===== config.mk =====
export PLATFORM = sky130hd
export DESIGN_NAME = cache_ctrl_nway
export DESIGN_NICKNAME = d
export VERILOG_FILES = /design/src/rtl/cache_ctrl_nway_pkg.sv /design/src/rtl/cache_ctrl_nway_plru.sv /design/src/rtl/cache_ctrl_nway.sv
export SDC_FILE = /design/constraint.sdc
export NUM_CORES = 1
export LEC_CHECK = 0
export ABC_AREA = 1
export BUFFER_PORTS_ARGS = -buffer_cell sky130_fd_sc_hd__buf_4
export CORE_MARGIN = 2
export CORE_UTILIZATION = 40
export CTS_BUF_LIST = sky130_fd_sc_hd__clkbuf_16
export CTS_CLUSTER_SIZE = 28
export DETAILED_ROUTE_END_ITERATION = 10
export GPL_ROUTABILITY_DRIVEN = 0
export HOLD_SLACK_MARGIN = 0.05
export PLACE_DENSITY = 0.79
export SYNTH_ARGS = -nofsm -noshare
export SYNTH_HDL_FRONTEND = slang
export SYNTH_SLANG_ARGS = --single-unit

===== constraint.sdc =====
create_clock -name clk -period 1.5 [get_ports clk]
set_input_delay 0 -clock clk [delete_from_list [all_inputs] [get_ports clk]]
set_output_delay 0 -clock clk [all_outputs]
set_load 0.1 [all_outputs]

===== src/rtl/cache_ctrl_nway_pkg.sv =====
// Shared types and tree pseudo-LRU helpers for the N-way cache controller.
// Helpers work on maximum-width vectors so any power-of-two way count up to 64 can use them.
package cache_types;

  typedef enum logic [1:0] {IDLE, CHECK, WB, FILL} state_e;

  localparam int MAX_WAYW = 6;
  localparam int MAX_BITS = (1 << MAX_WAYW) - 1;

  // Walk from the root, following each node bit toward the side it points at.
  function automatic logic [MAX_WAYW-1:0] plru_victim(input logic [MAX_BITS-1:0] bits,
                                                      input int wayw);
    int                  node;
    logic                b;
    logic [MAX_WAYW-1:0] way;
    node = 0;
    way  = '0;
    for (int lvl = 0; lvl < MAX_WAYW; lvl++) begin
      if (lvl < wayw) begin
        b    = bits[node[5:0]];
        way  = {way[MAX_WAYW-2:0], b};
        node = 2 * node + 1 + int'(b);
      end
    end
    return way;
  endfunction

  // Every node on the accessed way's path is made to point at the other subtree.
  function automatic logic [MAX_BITS-1:0] plru_update(input logic [MAX_BITS-1:0] bits,
                                                      input logic [MAX_WAYW-1:0] way,
                                                      input int wayw);
    int                  node;
    int                  sh;
    logic                b;
    logic [MAX_BITS-1:0] res;
    node = 0;
    res  = bits;
    for (int lvl = 0; lvl < MAX_WAYW; lvl++) begin
      if (lvl < wayw) begin
        sh              = wayw - 1 - lvl;
        b               = way[sh[2:0]];
        res[node[5:0]]  = ~b;
        node            = 2 * node + 1 + int'(b);
      end
    end
    return res;
  endfunction

endpackage


===== src/rtl/cache_ctrl_nway_plru.sv =====
// Combinational tree pseudo-LRU: victim selection and access update for one set.
module cache_plru
  import cache_types::*;
#(
  parameter int NWAYS = 4,
  parameter int WAYW  = $clog2(NWAYS)
) (
  input  logic [NWAYS-2:0] plru_in,
  input  logic [WAYW-1:0]  access_way,
  output logic [WAYW-1:0]  victim,
  output logic [NWAYS-2:0] plru_out
);

  logic [MAX_BITS-1:0] bits_ext;
  logic [MAX_BITS-1:0] bits_upd;
  logic [MAX_WAYW-1:0] way_ext;
  logic [MAX_WAYW-1:0] vic_full;
  logic                unused_hi;

  assign bits_ext  = MAX_BITS'(plru_in);
  assign way_ext   = MAX_WAYW'(access_way);
  assign vic_full  = plru_victim(bits_ext, WAYW);
  assign bits_upd  = plru_update(bits_ext, way_ext, WAYW);
  assign victim    = vic_full[WAYW-1:0];
  assign plru_out  = bits_upd[NWAYS-2:0];
  assign unused_hi = ^{vic_full, bits_upd};

endmodule


===== src/rtl/cache_ctrl_nway.sv =====
// Control FSM for an N-way set-associative write-back, write-allocate cache.
// Arrays live in the datapath; this block only raises their strobes and mux selects.
module cache_ctrl_nway
  import cache_types::*;
#(
  parameter int NWAYS = 4,
  parameter int WAYW  = $clog2(NWAYS)
) (
  input  logic             clk,
  input  logic             rst_n,
  input  logic             mem_read,
  input  logic             mem_write,
  output logic             mem_resp,
  input  logic [NWAYS-1:0] hit,
  input  logic [NWAYS-1:0] valid,
  input  logic [NWAYS-1:0] dirty,
  input  logic [NWAYS-2:0] plru_in,
  output logic [NWAYS-2:0] plru_out,
  output logic             load_lru,
  output logic [NWAYS-1:0] load_data,
  output logic [NWAYS-1:0] load_tag,
  output logic [NWAYS-1:0] load_valid,
  output logic [NWAYS-1:0] load_dirty,
  output logic             dirty_in,
  output logic             data_in_sel,
  output logic [WAYW-1:0]  way_sel,
  output logic             pmem_addr_sel,
  output logic             pmem_read,
  output logic             pmem_write,
  input  logic             pmem_resp
);

  state_e           state_q, state_d;
  logic [WAYW-1:0]  victim_q, victim_d;
  logic [WAYW-1:0]  hit_way, inv_way, plru_vic, victim;
  logic             hit_any, inv_any, req, is_write;
  logic [NWAYS-2:0] plru_upd;
  logic [NWAYS-1:0] hit_oh, vic_oh;
  logic             resp_q;

  cache_plru #(.NWAYS(NWAYS), .WAYW(WAYW)) u_plru (
    .plru_in    (plru_in),
    .access_way (hit_way),
    .victim     (plru_vic),
    .plru_out   (plru_upd)
  );

  // Descending scan so the lowest-index set bit wins.
  always_comb begin
    hit_way = '0;
    inv_way = '0;
    for (int i = NWAYS - 1; i >= 0; i--) begin
      if (hit[i])   hit_way = WAYW'(i);
      if (!valid[i]) inv_way = WAYW'(i);
    end
  end

  assign hit_any  = |hit;
  assign inv_any  = ~&valid;
  assign victim   = inv_any ? inv_way : plru_vic;
  assign req      = mem_read | mem_write;
  assign is_write = mem_write & ~mem_read;
  assign hit_oh   = NWAYS'(1) << hit_way;
  assign vic_oh   = NWAYS'(1) << victim_q;

  // NOTE: sequential state uses non-blocking assignments so every register samples pre-edge values.
  always_ff @(posedge clk or negedge rst_n) begin
    if (!rst_n) begin
      state_q  <= IDLE;
      victim_q <= '0;
      resp_q   <= 1'b0;
    end else begin
      state_q  <= state_d;
      victim_q <= victim_d;
      resp_q   <= mem_resp;
    end
  end

  // NOTE: every output and next-state gets a default first, so no path can infer a latch.
  always_comb begin
    state_d       = state_q;
    victim_d      = victim_q;
    mem_resp      = 1'b0;
    plru_out      = '0;
    load_lru      = 1'b0;
    load_data     = '0;
    load_tag      = '0;
    load_valid    = '0;
    load_dirty    = '0;
    dirty_in      = 1'b0;
    data_in_sel   = 1'b0;
    way_sel       = '0;
    pmem_addr_sel = 1'b0;
    pmem_read     = 1'b0;
    pmem_write    = 1'b0;
    unique case (state_q)
      IDLE: if (req) state_d = CHECK;
      CHECK: begin
        if (!req) begin
          state_d = IDLE;
        end else if (hit_any) begin
          mem_resp = 1'b1;
          way_sel  = hit_way;
          load_lru = 1'b1;
          plru_out = plru_upd;
          state_d  = IDLE;
          if (is_write) begin
            load_data  = hit_oh;
            load_dirty = hit_oh;
            dirty_in   = 1'b1;
          end
        end else begin
          victim_d = victim;
          state_d  = dirty[victim] ? WB : FILL;
        end
      end
      WB: begin
        pmem_write    = 1'b1;
        pmem_addr_sel = 1'b1;
        way_sel       = victim_q;
        if (pmem_resp) state_d = FILL;
      end
      FILL: begin
        pmem_read = 1'b1;
        if (pmem_resp) begin
          load_data   = vic_oh;
          load_tag    = vic_oh;
          load_valid  = vic_oh;
          load_dirty  = vic_oh;
          data_in_sel = 1'b1;
          state_d     = CHECK;
        end
      end
      default: state_d = IDLE;
    endcase
  end

  always_ff @(posedge clk) begin
    if (rst_n) begin
      assert ($onehot0(hit));
      assert (!(pmem_read && pmem_write));
      assert (!(mem_resp && resp_q));
    end
  end

endmodule


==> impl_metrics.env, run 1 <==
export IMPL_status="did not finish"
export IMPL_stop_stage="clock tree synthesis"
export IMPL_first_error="[ERROR DPL-0038] Utilization greater than 100%, impossible to legalize"
export IMPL_cts_hold_buf=1
export IMPL_yosysWarnings=0
export IMPL_syn_num_nets=133
export IMPL_cts_repair_resized=60
export IMPL_clockRootBuffer="clkbuf_16"
export IMPL_syn_avg_cell_area_sq_um=6.20
export IMPL_dieWidth_microns=45.1
export IMPL_start_util_pct=43.8
export IMPL_die_h_microns=45.1
export IMPL_synth_area_sq_um=676
export IMPL_cts_buffer_depth=2
export IMPL_post_cts_buffers=4
export IMPL_dpl_cell_count=170
export IMPL_row_count=14
export IMPL_ys_types=26
export IMPL_ios=48
export IMPL_clock_sinks=4
export IMPL_synth_yosys_seq_area_share_pct=14.8
export IMPL_io_buffer_count=47
export IMPL_cts_buffers=3
export IMPL_synth_seq_cells=4
export IMPL_htreeDepth=1
export IMPL_synthCells=109
export IMPL_dp_hpwl_mm=1.73
[metrics by stage]
step / hold slack, ns / worst slack [ns] / setup TNS, ns / area, sq um
2_1_floorplan: -0.296 / -0.834 / -8.38 / 943
3_3_place_gp: -0.202 / 0.00852 / 0 / 1230
3_5_place_dp: -0.202 / -0.00851 / -0.0167 / 1230
[cell usage after synthesis]
cell type | count | area (sq um)
a211oi_1 | 2 | 15.0
a21boi_1 | 1 | 7.51
a21oi_1 | 6 | 30.0
a21oi_2 | 1 | 8.76
a31o_2 | 2 | 17.5
a31oi_1 | 1 | 6.26
buf_4 | 10 | 75.1
dfrtp_1 | 4 | 100
ha_1 | 4 | 50.1
inv_1 | 22 | 82.6
inv_2 | 2 | 7.51
nand2_1 | 25 | 93.8
nand2_2 | 2 | 12.5
nand3_1 | 4 | 20.0
nand3_2 | 2 | 20.0
nor2_1 | 9 | 33.8
nor2_2 | 2 | 12.5
nor2_4 | 1 | 11.3
nor2_8 | 1 | 20.0
nor3_1 | 1 | 5.00
o21ai_0 | 2 | 10.0
o21ai_1 | 1 | 5.00
o21ai_2 | 1 | 8.76
o21bai_1 | 1 | 7.51
o32ai_1 | 1 | 8.76
or2_1 | 1 | 6.26
[logic make-up after synthesis]
group           share of synthesized area (%)
flops                                    14.8
fa+ha+maj                                7.41
simple gates                             34.8
buf+inv                                  24.4
compound gates                           18.5
==> inputs of run 2 (changes only) <==
CORE_AREA = 2 2 63 65   (was not set)
CORE_MARGIN = not set   (was 2)
CORE_UTILIZATION = not set   (was 40)
CTS_BUF_LIST = not set   (was sky130_fd_sc_hd__clkbuf_16)
CTS_CLUSTER_SIZE = not set   (was 28)
DIE_AREA = 0 0 65 67   (was not set)
HOLD_SLACK_MARGIN = not set   (was 0.05)
PLACE_DENSITY = not set   (was 0.79)
PLACE_DENSITY_LB_ADDON = 0.15   (was not set)
==> run 2 against run 1 <==
  * The flow now finishes, with violations (setup timing)
  * Synthesized cell count unchanged
  * Area after synthesis unchanged
==> impl_metrics.env, run 2 <==
export IMPL_num_nets_final=192
export IMPL_antennaDiodeCount=0
export IMPL_drtAntennaViolNets=0
export IMPL_status="finished with violations"
export IMPL_grt_max_degree=8
export IMPL_clock_skew_ns=0.00627
export IMPL_drc_errors=0
export IMPL_nFillCells=348
export IMPL_finalWorstSetupSlack_ns=-0.107
export IMPL_placedInstanceArea_sq_um=1290
export IMPL_worstSetupStartpointType="register"
export IMPL_p_leak_nw=0.792
export IMPL_ios=48
export IMPL_synthArstFlopShare_pct=100
export IMPL_grt_pass1_wl_mm=3.77
export IMPL_syn_avg_cell_area_sq_um=6.20
export IMPL_worstSetupPathType="register to output pin"
export IMPL_clock_sinks=4
export IMPL_end_kind="output pin"
export IMPL_rsz0062_at_grt="yes"
export IMPL_dieArea_sq_um=4360
export IMPL_peakVddDrop_v=0.000651
export IMPL_holdWs_ns=0.106
export IMPL_synth_ff_type="dfrtp_1"
export IMPL_cts_buffer_depth=2
export IMPL_reg_top3="state_q x2, victim_q x2"
export IMPL_yosysWarnings=0
export IMPL_first_pass_iters=4
export IMPL_dp_slack_ns=-0.0561
export IMPL_synthCells=109
export IMPL_htreeDepth=1
export IMPL_cp_max_fo=3
export IMPL_synth_common_cells="nand2_1, inv_1, buf_4, nor2_1, a21oi_1"
export IMPL_synthTopCellsByArea="dfrtp_1, nand2_1, inv_1"
export IMPL_dr_first_iter_drc_count=11
export IMPL_start_util_pct=18.7
export IMPL_clockRootBuffer="clkbuf_8"
export IMPL_holdCritPathClass="input port to asynchronous set/reset pin"
export IMPL_synth_edff_count=0
export IMPL_vias_per_cell=4.01
export IMPL_grt_overflow_total=0
export IMPL_io_buffer_count=47
export IMPL_cts_clk_slew_worst_paths_ns=0.03
export IMPL_violations="setup timing"
export IMPL_yosysTopAreaCell="dfrtp_1"
export IMPL_period_minus_slack_ns=1.61
export IMPL_dp_hpwl_mm=1.86
export IMPL_drive_gt1_share_pct=67.7
export IMPL_antenna_found_initial=0
export IMPL_cts_tree="built"
export IMPL_wl_per_cell_microns=10.7
export IMPL_synth_area_sq_um=676
export IMPL_dieWidth_microns=65
export IMPL_final_common_cell="buf_4"
export IMPL_syn_num_nets=133
export IMPL_setup_viol=13
export IMPL_insertion_delay_ns=0.22
export IMPL_fin_crit_sh_pct=107
export IMPL_row_count=22
export IMPL_fin_area_sq_um=1700
export IMPL_synth_top_cell_area_share_pct=14.8
export IMPL_wirelength_mm=2.29
export IMPL_synth_seq_cells=4
export IMPL_required_ns=1.50
export IMPL_track_usage_pct=11.0
export IMPL_final_cell_mix="buf_4, inv_1, buf_12"
export IMPL_slew_headroom_pct=77.1
export IMPL_grt_pass1_vias=912
export IMPL_slew_violations=0
export IMPL_via_count=863
export IMPL_fmax_mhz=622
export IMPL_synth_yosys_seq_area_share_pct=14.8
export IMPL_powerDensity_nw_per_um2=1220
export IMPL_hold_violations=0
export IMPL_worst_pin_slew_ns=0.345
export IMPL_critPathArrivalTime_ns=1.61
export IMPL_coreArea_sq_um=3610
export IMPL_maxCapViolCount=0
export IMPL_post_synth_top_count_cell="nand2_1"
export IMPL_die_h_microns=67
export IMPL_ys_types=26
export IMPL_area_growth_syn_to_layout_pct=151
export IMPL_fin_util_pct=47.1
export IMPL_cts_buffers=3
run 2: cell type report:
type                    instances  area [sq um]  share of cell area, %
repair buffers                 64           743                   43.7
multi-input cells              71           654                   38.5
flip-flops and latches          4           103                   6.04
inverters                      24          93.8                   5.52
well taps                      48          60.1                   3.53
clock buffers                   4          45.0                   2.65
run 2: worst paths after layout:
kind / start / to / slack, ns / cells past startpoint
worst max-delay path: state_q[1]$_DFFE_PN0P_ / load_data[0] / -0.11 / 7
worst min-delay path: rst_n / state_q[1]$_DFFE_PN0P_ / 0.11 / 2
worst max register to register: state_q[1]$_DFFE_PN0P_ / state_q[0]$_DFFE_PN0P_ / 0.07 / 9
worst min register to register: state_q[0]$_DFFE_PN0P_ / state_q[0]$_DFFE_PN0P_ / 0.63 / 2
max in group asynchronous: rst_n / state_q[0]$_DFFE_PN0P_ / 1.29 / 2
min in group clk: dirty[0] / state_q[0]$_DFFE_PN0P_ / 0.16 / 6
run 2: repair_timing:
item                                    4_1_cts  5_1_grt
resized for setup                            61       15
hold buffers                                  1        0
endpoints found under the hold margin         4        0
endpoints found under the setup margin       24       23
buffers inserted                              3        4
pin swaps                                     6        4
run 2: through the flow:
step | power, mW | setup TNS (ns) | cells
floorplan | 1.30 | -8.38 | 109
global placement | 1.53 | -0.0201 | 204
detailed placement | 1.53 | -0.100 | 204
CTS | 1.97 | -0.927 | 212
global route | 2.19 | -1.97 | 215
finish | 2.08 | -0.806 | 215
run 2: cells by family after synthesis:
logic type / after synthesis / share of synthesized area, %
AO/OA/AOI/OAI: 19 / 18.5
flip-flops: 4 / 14.8
adder cells (fa/ha/maj): 4 / 7.41
AND/OR/NAND/NOR: 48 / 34.8
buffers and inverters: 34 / 24.4
run 2: routing by layer:
| layer | up-vias | GRT usage [%] | wire (microns) |
|---|---|---|---|
| met3 | 0 | 3.38 | 166 |
| li1 | 445 | - | - |
| met2 | 33 | 20.1 | 1210 |
| met4 | 0 | 1.60 | 0 |
| met5 | - | 0 | 0 |
| met1 | 385 | 12.7 | 916 |
run 2: worst max-delay path, cell delays in order, from the launching register on:
cell and delay (ns):
dfrtp_2 0.37, buf_6 0.11, ha_4 0.13, nand2_4 0.05, or2_4 0.26, nor2_4 0.15
a31o_4 0.15, buf_12 0.17
run 2: where the power goes:
group	total (mW)	internal, mW	leakage, nW	switching, mW
clock network	0.234	0.181	0.0228	0.0527
registers	0.226	0.155	0.0469	0.0711
logic	1.62	0.570	0.723	1.05
(Power assumes the default switching activity.)
